==> src/rtl/i2s_pkg.sv <==
// Shared constants for the I2S / left-justified receiver: FSM encoding,
// framing modes and word-select channel values.
package i2s_pkg;

  // Receiver FSM encoding
  localparam logic [1:0] ST_IDLE  = 2'd0;
  localparam logic [1:0] ST_DELAY = 2'd1;
  localparam logic [1:0] ST_SHIFT = 2'd2;
  localparam logic [1:0] ST_SKIP  = 2'd3;

  // Framing modes
  localparam int JUSTIFY_I2S  = 0;
  localparam int JUSTIFY_LEFT = 1;

  // Word-select channel values
  localparam logic WS_LEFT  = 1'b0;
  localparam logic WS_RIGHT = 1'b1;

endpackage

==> src/rtl/i2s_edge_sync.sv <==
// Brings the asynchronous serial-audio pins into the system clock domain.
// All three pins go through chains of equal depth, so ws_s/sd_s are the
// values that were present when the sck rising edge occurred.
module i2s_edge_sync #(
  parameter int SYNC_STAGES = 2
) (
  input  logic clock,
  input  logic reset,
  input  logic sck,
  input  logic ws,
  input  logic sd,
  output logic sck_rise,
  output logic ws_s,
  output logic sd_s
);

  logic [SYNC_STAGES-1:0] sck_sync_q, sck_sync_d;
  logic [SYNC_STAGES-1:0] ws_sync_q, ws_sync_d;
  logic [SYNC_STAGES-1:0] sd_sync_q, sd_sync_d;
  logic                   sck_prev_q, sck_prev_d;

  // Shift each pin one stage further down its synchroniser chain
  always_comb begin
    sck_sync_d = {sck_sync_q[SYNC_STAGES-2:0], sck};
    ws_sync_d  = {ws_sync_q[SYNC_STAGES-2:0], ws};
    sd_sync_d  = {sd_sync_q[SYNC_STAGES-2:0], sd};
    sck_prev_d = sck_sync_q[SYNC_STAGES-1];
  end

  // Synchroniser and edge-detect registers
  always_ff @(posedge clock) begin
    if (reset) begin
      sck_sync_q <= '0;
      ws_sync_q  <= '0;
      sd_sync_q  <= '0;
      sck_prev_q <= 1'b0;
    end else begin
      sck_sync_q <= sck_sync_d;
      ws_sync_q  <= ws_sync_d;
      sd_sync_q  <= sd_sync_d;
      sck_prev_q <= sck_prev_d;
    end
  end

  assign sck_rise = sck_sync_q[SYNC_STAGES-1] & ~sck_prev_q;
  assign ws_s     = ws_sync_q[SYNC_STAGES-1];
  assign sd_s     = sd_sync_q[SYNC_STAGES-1];

endmodule

==> src/rtl/i2s_rx_stream.sv <==
// Serial-audio receiver: frames I2S or left-justified slots, deserialises
// MSB-first samples and hands them out through a one-entry valid/ready register.
//
// state | meaning
// IDLE  | waiting for the first WS edge; partial slot discarded
// DELAY | I2S only: WS-edge bit belongs to the previous slot, capture MSB next
// SHIFT | capturing sample bits MSB first
// SKIP  | sample complete, ignoring slot padding until the next WS edge
//
// In I2S mode the bit sampled on a WS edge is the LSB of the slot that is
// ending, so a WS edge in SHIFT first shifts that bit in and then commits.
// In left-justified mode the WS-edge bit is the MSB of the new slot.
module i2s_rx_stream
  import i2s_pkg::*;
#(
  parameter int DATA_WIDTH  = 24,
  parameter int JUSTIFY     = 0,
  parameter int SYNC_STAGES = 2
) (
  input  logic                  clock,
  input  logic                  reset,
  input  logic                  enable,
  input  logic                  sck,
  input  logic                  ws,
  input  logic                  sd,
  output logic [DATA_WIDTH-1:0] rx_data,
  output logic                  rx_right,
  output logic                  rx_short,
  output logic                  rx_valid,
  input  logic                  rx_ready,
  output logic                  overrun
);

  localparam int             CW       = $clog2(DATA_WIDTH + 1);
  localparam logic [CW-1:0]  CNT_FULL = CW'(DATA_WIDTH);
  localparam logic [CW-1:0]  CNT_ONE  = CW'(1);

  logic sck_rise, ws_s, sd_s;

  logic [1:0]            state_q, state_d;
  logic [CW-1:0]         cnt_q, cnt_d;
  logic [DATA_WIDTH-1:0] shift_q, shift_d;
  logic                  ws_prev_q, ws_prev_d;
  logic                  chan_q, chan_d;
  logic [DATA_WIDTH-1:0] rx_data_q, rx_data_d;
  logic                  rx_right_q, rx_right_d;
  logic                  rx_short_q, rx_short_d;
  logic                  rx_valid_q, rx_valid_d;
  logic                  overrun_q, overrun_d;

  logic                  ws_edge;
  logic [DATA_WIDTH-1:0] shift_in;
  logic [DATA_WIDTH-1:0] first_bit;
  logic [CW-1:0]         cnt_inc;
  logic [1:0]            start_state;
  logic [CW-1:0]         start_cnt;
  logic [DATA_WIDTH-1:0] start_shift;
  logic                  commit;
  logic                  commit_short;
  logic [DATA_WIDTH-1:0] commit_data;

  i2s_edge_sync #(
    .SYNC_STAGES(SYNC_STAGES)
  ) u_sync (
    .clock   (clock),
    .reset   (reset),
    .sck     (sck),
    .ws      (ws),
    .sd      (sd),
    .sck_rise(sck_rise),
    .ws_s    (ws_s),
    .sd_s    (sd_s)
  );

  // Slot framing FSM, shift register and bit counter
  always_comb begin
    state_d      = state_q;
    cnt_d        = cnt_q;
    shift_d      = shift_q;
    ws_prev_d    = ws_prev_q;
    chan_d       = chan_q;
    commit       = 1'b0;
    commit_short = 1'b0;
    commit_data  = '0;

    ws_edge   = (ws_s != ws_prev_q);
    shift_in  = {shift_q[DATA_WIDTH-2:0], sd_s};
    first_bit = {{(DATA_WIDTH-1){1'b0}}, sd_s};
    cnt_inc   = cnt_q + CNT_ONE;

    // Where a new slot begins depends on the framing mode
    if (JUSTIFY == JUSTIFY_LEFT) begin
      start_state = ST_SHIFT;
      start_cnt   = CNT_ONE;
      start_shift = first_bit;
    end else begin
      start_state = ST_DELAY;
      start_cnt   = '0;
      start_shift = '0;
    end

    if (sck_rise) begin
      ws_prev_d = ws_s;
      case (state_q)
        ST_IDLE: begin
          if (ws_edge) begin
            state_d = start_state;
            cnt_d   = start_cnt;
            shift_d = start_shift;
            chan_d  = ws_s;
          end
        end
        ST_DELAY: begin
          state_d = ST_SHIFT;
          cnt_d   = CNT_ONE;
          shift_d = first_bit;
        end
        ST_SHIFT: begin
          if (ws_edge && JUSTIFY == JUSTIFY_I2S) begin
            commit       = 1'b1;
            commit_data  = shift_in << (CNT_FULL - cnt_inc);
            commit_short = (cnt_inc != CNT_FULL);
            state_d      = start_state;
            cnt_d        = start_cnt;
            shift_d      = start_shift;
            chan_d       = ws_s;
          end else if (ws_edge) begin
            commit       = (cnt_q != '0);
            commit_data  = shift_q << (CNT_FULL - cnt_q);
            commit_short = 1'b1;
            state_d      = start_state;
            cnt_d        = start_cnt;
            shift_d      = start_shift;
            chan_d       = ws_s;
          end else begin
            shift_d = shift_in;
            cnt_d   = cnt_inc;
            if (cnt_inc == CNT_FULL) begin
              commit      = 1'b1;
              commit_data = shift_in;
              state_d     = ST_SKIP;
            end
          end
        end
        default: begin
          if (ws_edge) begin
            state_d = start_state;
            cnt_d   = start_cnt;
            shift_d = start_shift;
            chan_d  = ws_s;
          end
        end
      endcase
    end

    // Disabled receiver drops any partial slot; ws_prev keeps tracking so a
    // re-enable resynchronises on a genuine WS edge.
    if (!enable) begin
      state_d = ST_IDLE;
      cnt_d   = '0;
      shift_d = '0;
      commit  = 1'b0;
    end
  end

  // One-entry output register with overrun detection
  always_comb begin
    rx_data_d  = rx_data_q;
    rx_right_d = rx_right_q;
    rx_short_d = rx_short_q;
    rx_valid_d = rx_valid_q;
    overrun_d  = 1'b0;
    if (commit) begin
      if (!rx_valid_q || rx_ready) begin
        rx_data_d  = commit_data;
        rx_right_d = (chan_q == WS_RIGHT);
        rx_short_d = commit_short;
        rx_valid_d = 1'b1;
      end else begin
        overrun_d = 1'b1;
      end
    end else if (rx_valid_q && rx_ready) begin
      rx_valid_d = 1'b0;
    end
  end

  // State and output registers
  always_ff @(posedge clock) begin
    if (reset) begin
      state_q    <= ST_IDLE;
      cnt_q      <= '0;
      shift_q    <= '0;
      ws_prev_q  <= WS_LEFT;
      chan_q     <= WS_LEFT;
      rx_data_q  <= '0;
      rx_right_q <= 1'b0;
      rx_short_q <= 1'b0;
      rx_valid_q <= 1'b0;
      overrun_q  <= 1'b0;
    end else begin
      state_q    <= state_d;
      cnt_q      <= cnt_d;
      shift_q    <= shift_d;
      ws_prev_q  <= ws_prev_d;
      chan_q     <= chan_d;
      rx_data_q  <= rx_data_d;
      rx_right_q <= rx_right_d;
      rx_short_q <= rx_short_d;
      rx_valid_q <= rx_valid_d;
      overrun_q  <= overrun_d;
    end
  end

  assign rx_data  = rx_data_q;
  assign rx_right = rx_right_q;
  assign rx_short = rx_short_q;
  assign rx_valid = rx_valid_q;
  assign overrun  = overrun_q;

endmodule

==> config.mk <==
export PLATFORM = sky130hd
export DESIGN_NAME = i2s_rx_stream
export DESIGN_NICKNAME = d
export VERILOG_FILES = /design/src/rtl/i2s_pkg.sv /design/src/rtl/i2s_edge_sync.sv /design/src/rtl/i2s_rx_stream.sv
export SDC_FILE = /design/constraint.sdc
export NUM_CORES = 1
export LEC_CHECK = 0
export ABC_CLOCK_PERIOD_IN_PS = 2800
export CAP_MARGIN = 40
export CELL_PAD_IN_SITES_DETAIL_PLACEMENT = 1
export CELL_PAD_IN_SITES_GLOBAL_PLACEMENT = 1
export CORE_MARGIN = 1.5
export CORE_UTILIZATION = 44
export CTS_BUF_LIST = sky130_fd_sc_hd__clkbuf_4 sky130_fd_sc_hd__clkbuf_8 sky130_fd_sc_hd__clkbuf_16
export DETAILED_ROUTE_END_ITERATION = 6
export MAX_ROUTING_LAYER = met4
export PLACE_DENSITY = 0.83
export SYNTH_ARGS = -nofsm -noshare
export SYNTH_HDL_FRONTEND = slang
export SYNTH_SLANG_ARGS = --single-unit
==> constraint.sdc <==
create_clock -name clock -period 2.8 [get_ports clock]
set_input_delay 0.28 -clock clock [delete_from_list [all_inputs] [get_ports clock]]
set_output_delay 0.28 -clock clock [all_outputs]
set_load 0.01 [all_outputs]
* Word level (Yosys, flattened, before mapping) *
Index checks and enable logic that the tools add are counted.

word-level totals
  bits in registers = 67
  input bits = 7
  output and inout bits = 28
  logic and storage cells = 67

cells by class
  add/subtract/negate cells = 2
  eq/ne operators = 7
  shift operators = 1
  mux-type cells = 26
  bitwise operators = 5
  reductions and logical operators = 12

operator list
  operator                                                                  number
  24-bit 2-to-1 mux                                                         4
  23-bit 2-to-1 mux                                                         2
  23-bit one-hot mux with 2 select lines                                    1
  24-bit by 5-bit << shifter with 24-bit output                             1
  1-bit 2-to-1 mux                                                          12
  5-bit 2-to-1 mux                                                          2
  5-bit one-hot mux with 2 select lines                                     1
  2-bit 2-to-1 mux                                                          3
  2-bit AND reduction                                                       3
  3-bit AND reduction                                                       2
  5-bit by 1-bit adder with 5-bit output (second input constant)            1
  5-bit equality test (second input constant)                               1
  5-bit inequality test (second input constant)                             1
  5-bit subtractor (first input constant)                                   1
  1-bit inverter                                                            4
  2-bit one-hot mux with 2 select lines                                     1
  2-bit OR reduction                                                        2
  3-bit inequality test (second input constant)                             1
  3-bit nonzero test                                                        1
  2-bit by 1-bit equality test with 1-bit output (second input constant)    1
  2-bit equality test (second input constant)                               1
  2-bit by 1-bit inequality test with 1-bit output (second input constant)  1
  2-bit nonzero test                                                        1
  1-bit AND                                                                 1
  other kinds (4)                                                           4

* Longest topological paths before layout *
  depth in word-level cells = 9
  depth in mapped cells = 11
  mapped depth without buffers = 8

* Cells and area by module *
A second synthesis with hierarchy kept.

unflattened totals
  cell total of the unflattened synthesis = 478
  area, all modules = 4161.5 µm²

by module, submodules not included
  module         times used  cells each  area an instance (µm²)  seq. area each (µm²)
  i2s_rx_stream  1           463         3971.3                  1201.2
  i2s_edge_sync  1           15          190.2                   140.1

* Worst setup path before layout *
OpenSTA, ideal clock, no wires.

  path type = register -> register
  from = register cnt_q[1]
  to = register rx_data_q[12] (netlist: rx_data[12])
  library setup time = 0.123 ns
  arrival = 2.187 ns
  required time = 2.677 ns
  path slack = 0.491 ns
  stages on the path, launching flop included = 9
  path buffers = 2
  clock period less this slack = 2.309 ns
  path through = dfxtp_1 -> ha_1 -> buf_4 -> buf_4 -> mux4_2 -> mux2i_1 -> mux2i_1 -> a221oi_1 -> nor2_1

on the way
  word-level cells in the longest chain between the ends = 8
  elaborated cells between the ends (all ways) = 14
  those cells by class = 2 x add/sub; 1 x eq/ne; 1 x shift; 9 x mux; 1 x reduce/logical

RTL lines
  item                                                      RTL line              text
  from (decl)                                               i2s_rx_stream.sv:41   logic [CW-1:0] cnt_q, cnt_d;
  from (signal assigned)                                    i2s_rx_stream.sv:202  cnt_q <= cnt_d;
  5-bit by 1-bit adder with 5-bit output (*)                i2s_rx_stream.sv:89   cnt_inc = cnt_q + CNT_ONE;
  branches (longest 7 deep; another with 5-bit subtractor)  --
  to (signal assigned)                                      i2s_rx_stream.sv:206  rx_data_q <= rx_data_d;
  to (decl)                                                 i2s_rx_stream.sv:45   logic [DATA_WIDTH-1:0] rx_data_q, rx_data_d;

Every way passes the cells marked *.
A chain may end at the register's enable or synchronous reset.

* Final worst setup path *
  from = register cnt_q[1]
  to = register rx_data_q[11] (netlist: rx_data[11])

Same word-level chain as after synthesis.

==> results.cfg <==
[global_routing]
antenna_found_initial = 0
overflow = 0
grt_pass1_wl_microns = 21800
grt_use_total = 0.297
grt_pass1_vias = 3934
grt_max_degree = 38

[cts]
cts.htree.levels = 3
cts_sinks = 67
cts_buffers = 9
root_buffer = clkbuf_8
cts_buffer_depth = 2
hold_buffers = 0
cts_tree = built
clk_latency_ps = 360
clkTransAtPathRegs_ps = 80
post_cts_buffers = 0
cts_resized = 0

[sta]
drv_slew = 0
rsz0062_at_grt = false
fin_crit_sh = 0.925
clock-skew-final_ps = 13.4
setup_tns_ps = 0
slew-limit-headroom = 0.618
setup_viol = 0
max_clock_freq_ghz = 0.386
worst_pin_slew_ps = 556
period_minus_slack_ps = 2590
final_hold_viol_count = 0

[yosys]
ys_seq_area_frac = 0.332
synth_nets = 483
syn_area_sq_mm = 0.00404
synth-edff-count = 0
syn-instance-count = 472
synth_area_leaders = dfxtp_1 33%, mux4_2 11%, nor2_1 6.1%
ys_ff_latch = 67
ys.flop_type = dfxtp_1
synth.distinct_cells = 54
synth_top_area_frac = 0.332
async_flop_share = 0
yosys.area.top_type = dfxtp_1
syn_avg_cell_area_sq_um = 8.56
yosys_warnings = 0

[layout]
fill_cells = 1053
n_antenna_cell = 0
final_util = 0.540
final_nets = 515
drive_above_1_share = 0.155
syn2layout_area_growth_pct = 17.8

[detailed_routing]
vias_per_cell = 6.52
drtIter0Drc = 448
wire_per_inst_microns = 21.9
dr.pass1.iters = 7
ant_nets = 0
via_count = 4023
drc = 6
wl_microns = 13500

[power]
vdd.ir_drop.worst_mv = 0.265
power_density_mw_per_mm2 = 377
leakage_uw = 0.00161

[placement]
port_buffers = 34
dpl.hpwl_microns = 9650
gp_congestion = 1.04

[critical_path]
crit_slowest_cell = ha_2
cp-start-kind = flip-flop
crit_family = compound AO/OA/AOI/OAI gates
crit_arrival_ps = 2850
end_kind = flip-flop
crit_chain = ha_2 > nor2_1 > a31o_1 > a211o_1 > nand2_2 > buf_4 > mux2i_1 > o21ai_0 > a32o_1
path_buf_inv = 1
crit_fanout = 13
cpPeakStageDelay_ps = 440
path_class = reg2reg
cp.required_ps = 3060

[die]
die_area_sq_mm = 0.00976
rows = 34
die_x_microns = 98.8
io_pins = 35
core-area_sq_mm = 0.00881
initial_core_util = 0.459
chipHeight_microns = 98.8

[hold_path]
hp-class = reg2reg

[job]
drv_cap = 0

[run_status]
outcome = complete, but fails checks
violations = DRC
-- cell families (layout without fill, tap and decap cells) --
group | after synthesis | after routing | synth area share
DFF | 67 | 67 | 0.332
AOI/OAI and AO/OA | 143 | 143 | 0.233
and+or+nand+nor | 167 | 167 | 0.192
muxes | 41 | 41 | 0.165
buffers and inverters | 44 | 81 | 0.0527
adders and majority gates | 4 | 4 | 0.0124
xor gates and xnor gates | 6 | 6 | 0.0130
-- sequential cells by signal, indices dropped and copies added, names as in the netlist --
name               count
shift_q               23
ws_prev_q              1
u_sync.sck_sync_q      2
state_q                2
cnt_q                  5
rx_data               24
rx_short               1
chan_q                 1
u_sync.sd_sync_q       2
u_sync.ws_sync_q       2
overrun                1
rx_valid               1
u_sync.sck_prev_q      1
rx_right               1
-- final timing paths --
path	from	to	slack [ps]	cells after the start
worst min-delay path	u_sync.sd_sync_q[0]	u_sync.sd_sync_q[1]	450	1
worst max register to register	cnt_q[1]	rx_data[11]	210	9
worst min register to register	u_sync.sd_sync_q[0]	u_sync.sd_sync_q[1]	450	1
worst max-delay path	cnt_q[1]	rx_data[11]	210	9
-- layout by cell type (no fill, tap or decap), types with 4 or more instances in the layout --
cell / Yosys / layout
a211oi_1: 6 / 6
a21o_1: 5 / 5
a21oi_1: 35 / 35
a221oi_1: 9 / 9
a22oi_1: 23 / 23
a31oi_1: 10 / 10
a32oi_1: 7 / 7
buf_4: 7 / 21
clkbuf_8: 0 / 11
clkdlybuf4s50_1: 0 / 34
dfxtp_1: 67 / 67
inv_1: 6 / 6
mux2_2: 4 / 4
mux2i_1: 17 / 17
mux4_2: 20 / 20
nand2_1: 41 / 41
nand2b_1: 5 / 5
nand3_1: 8 / 8
nor2_1: 66 / 66
nor2b_1: 9 / 9
nor3_1: 16 / 16
o21ai_0: 28 / 28
-- area by class of cell --
type	instances	area, sq um	area share
flip-flops and latches	67	1340	0.282
well taps	108	135	0.0284
repair buffers	58	558	0.117
inverters	7	26.3	0.00552
clock inverters	5	37.5	0.00789
multi-input cells	361	2510	0.527
clock buffers	11	151	0.0318
-- metal layers --
layer,vias to the layer above,track usage,share of wire
li1,1831,-,-
met1,1982,0.406,0.44
met2,183,0.445,0.46
met3,27,0.0589,0.074
met4,0,0.0868,0.022
met5,-,-,0
-- report_power, final --
group | internal (uW) | leakage (uW) | switching [uW]
logic | 21.0 | 0.000981 | 41.5
clock network | 371 | 0.0000915 | 398
registers | 957 | 0.000541 | 4.23
-- cell usage after synthesis (4+ instances only) --
library cell   n
dfxtp_1       67
nor2_1        66
nand2_1       41
a21oi_1       35
o21ai_0       28
a22oi_1       23
clkbuf_1      22
mux4_2        20
mux2i_1       17
nor3_1        16
a31oi_1       10
a221oi_1       9
nor2b_1        9
nand3_1        8
a32oi_1        7
buf_4          7
a211oi_1       6
inv_1          6
a21o_1         5
buf_2          5
nand2b_1       5
ha_1           4
mux2_2         4
xnor2_1        4
-- per-stage QoR --
step / hold WS, ps / setup WS [ps] / std cells / instance area, sq um / power, uW
4_1_cts: 444 / 150 / 617 / 4760 / 1810
5_1_grt: 453 / 84.9 / 617 / 4760 / 1850
3_5_place_dp: 434 / 203 / 601 / 4570 / 1050
2_1_floorplan: 408 / 491 / 472 / 4040 / 1010
6_report: 445 / 210 / 617 / 4760 / 1790
3_3_place_gp: 415 / 259 / 601 / 4570 / 1040
No activity file was read; power rests on OpenSTA's default activity.
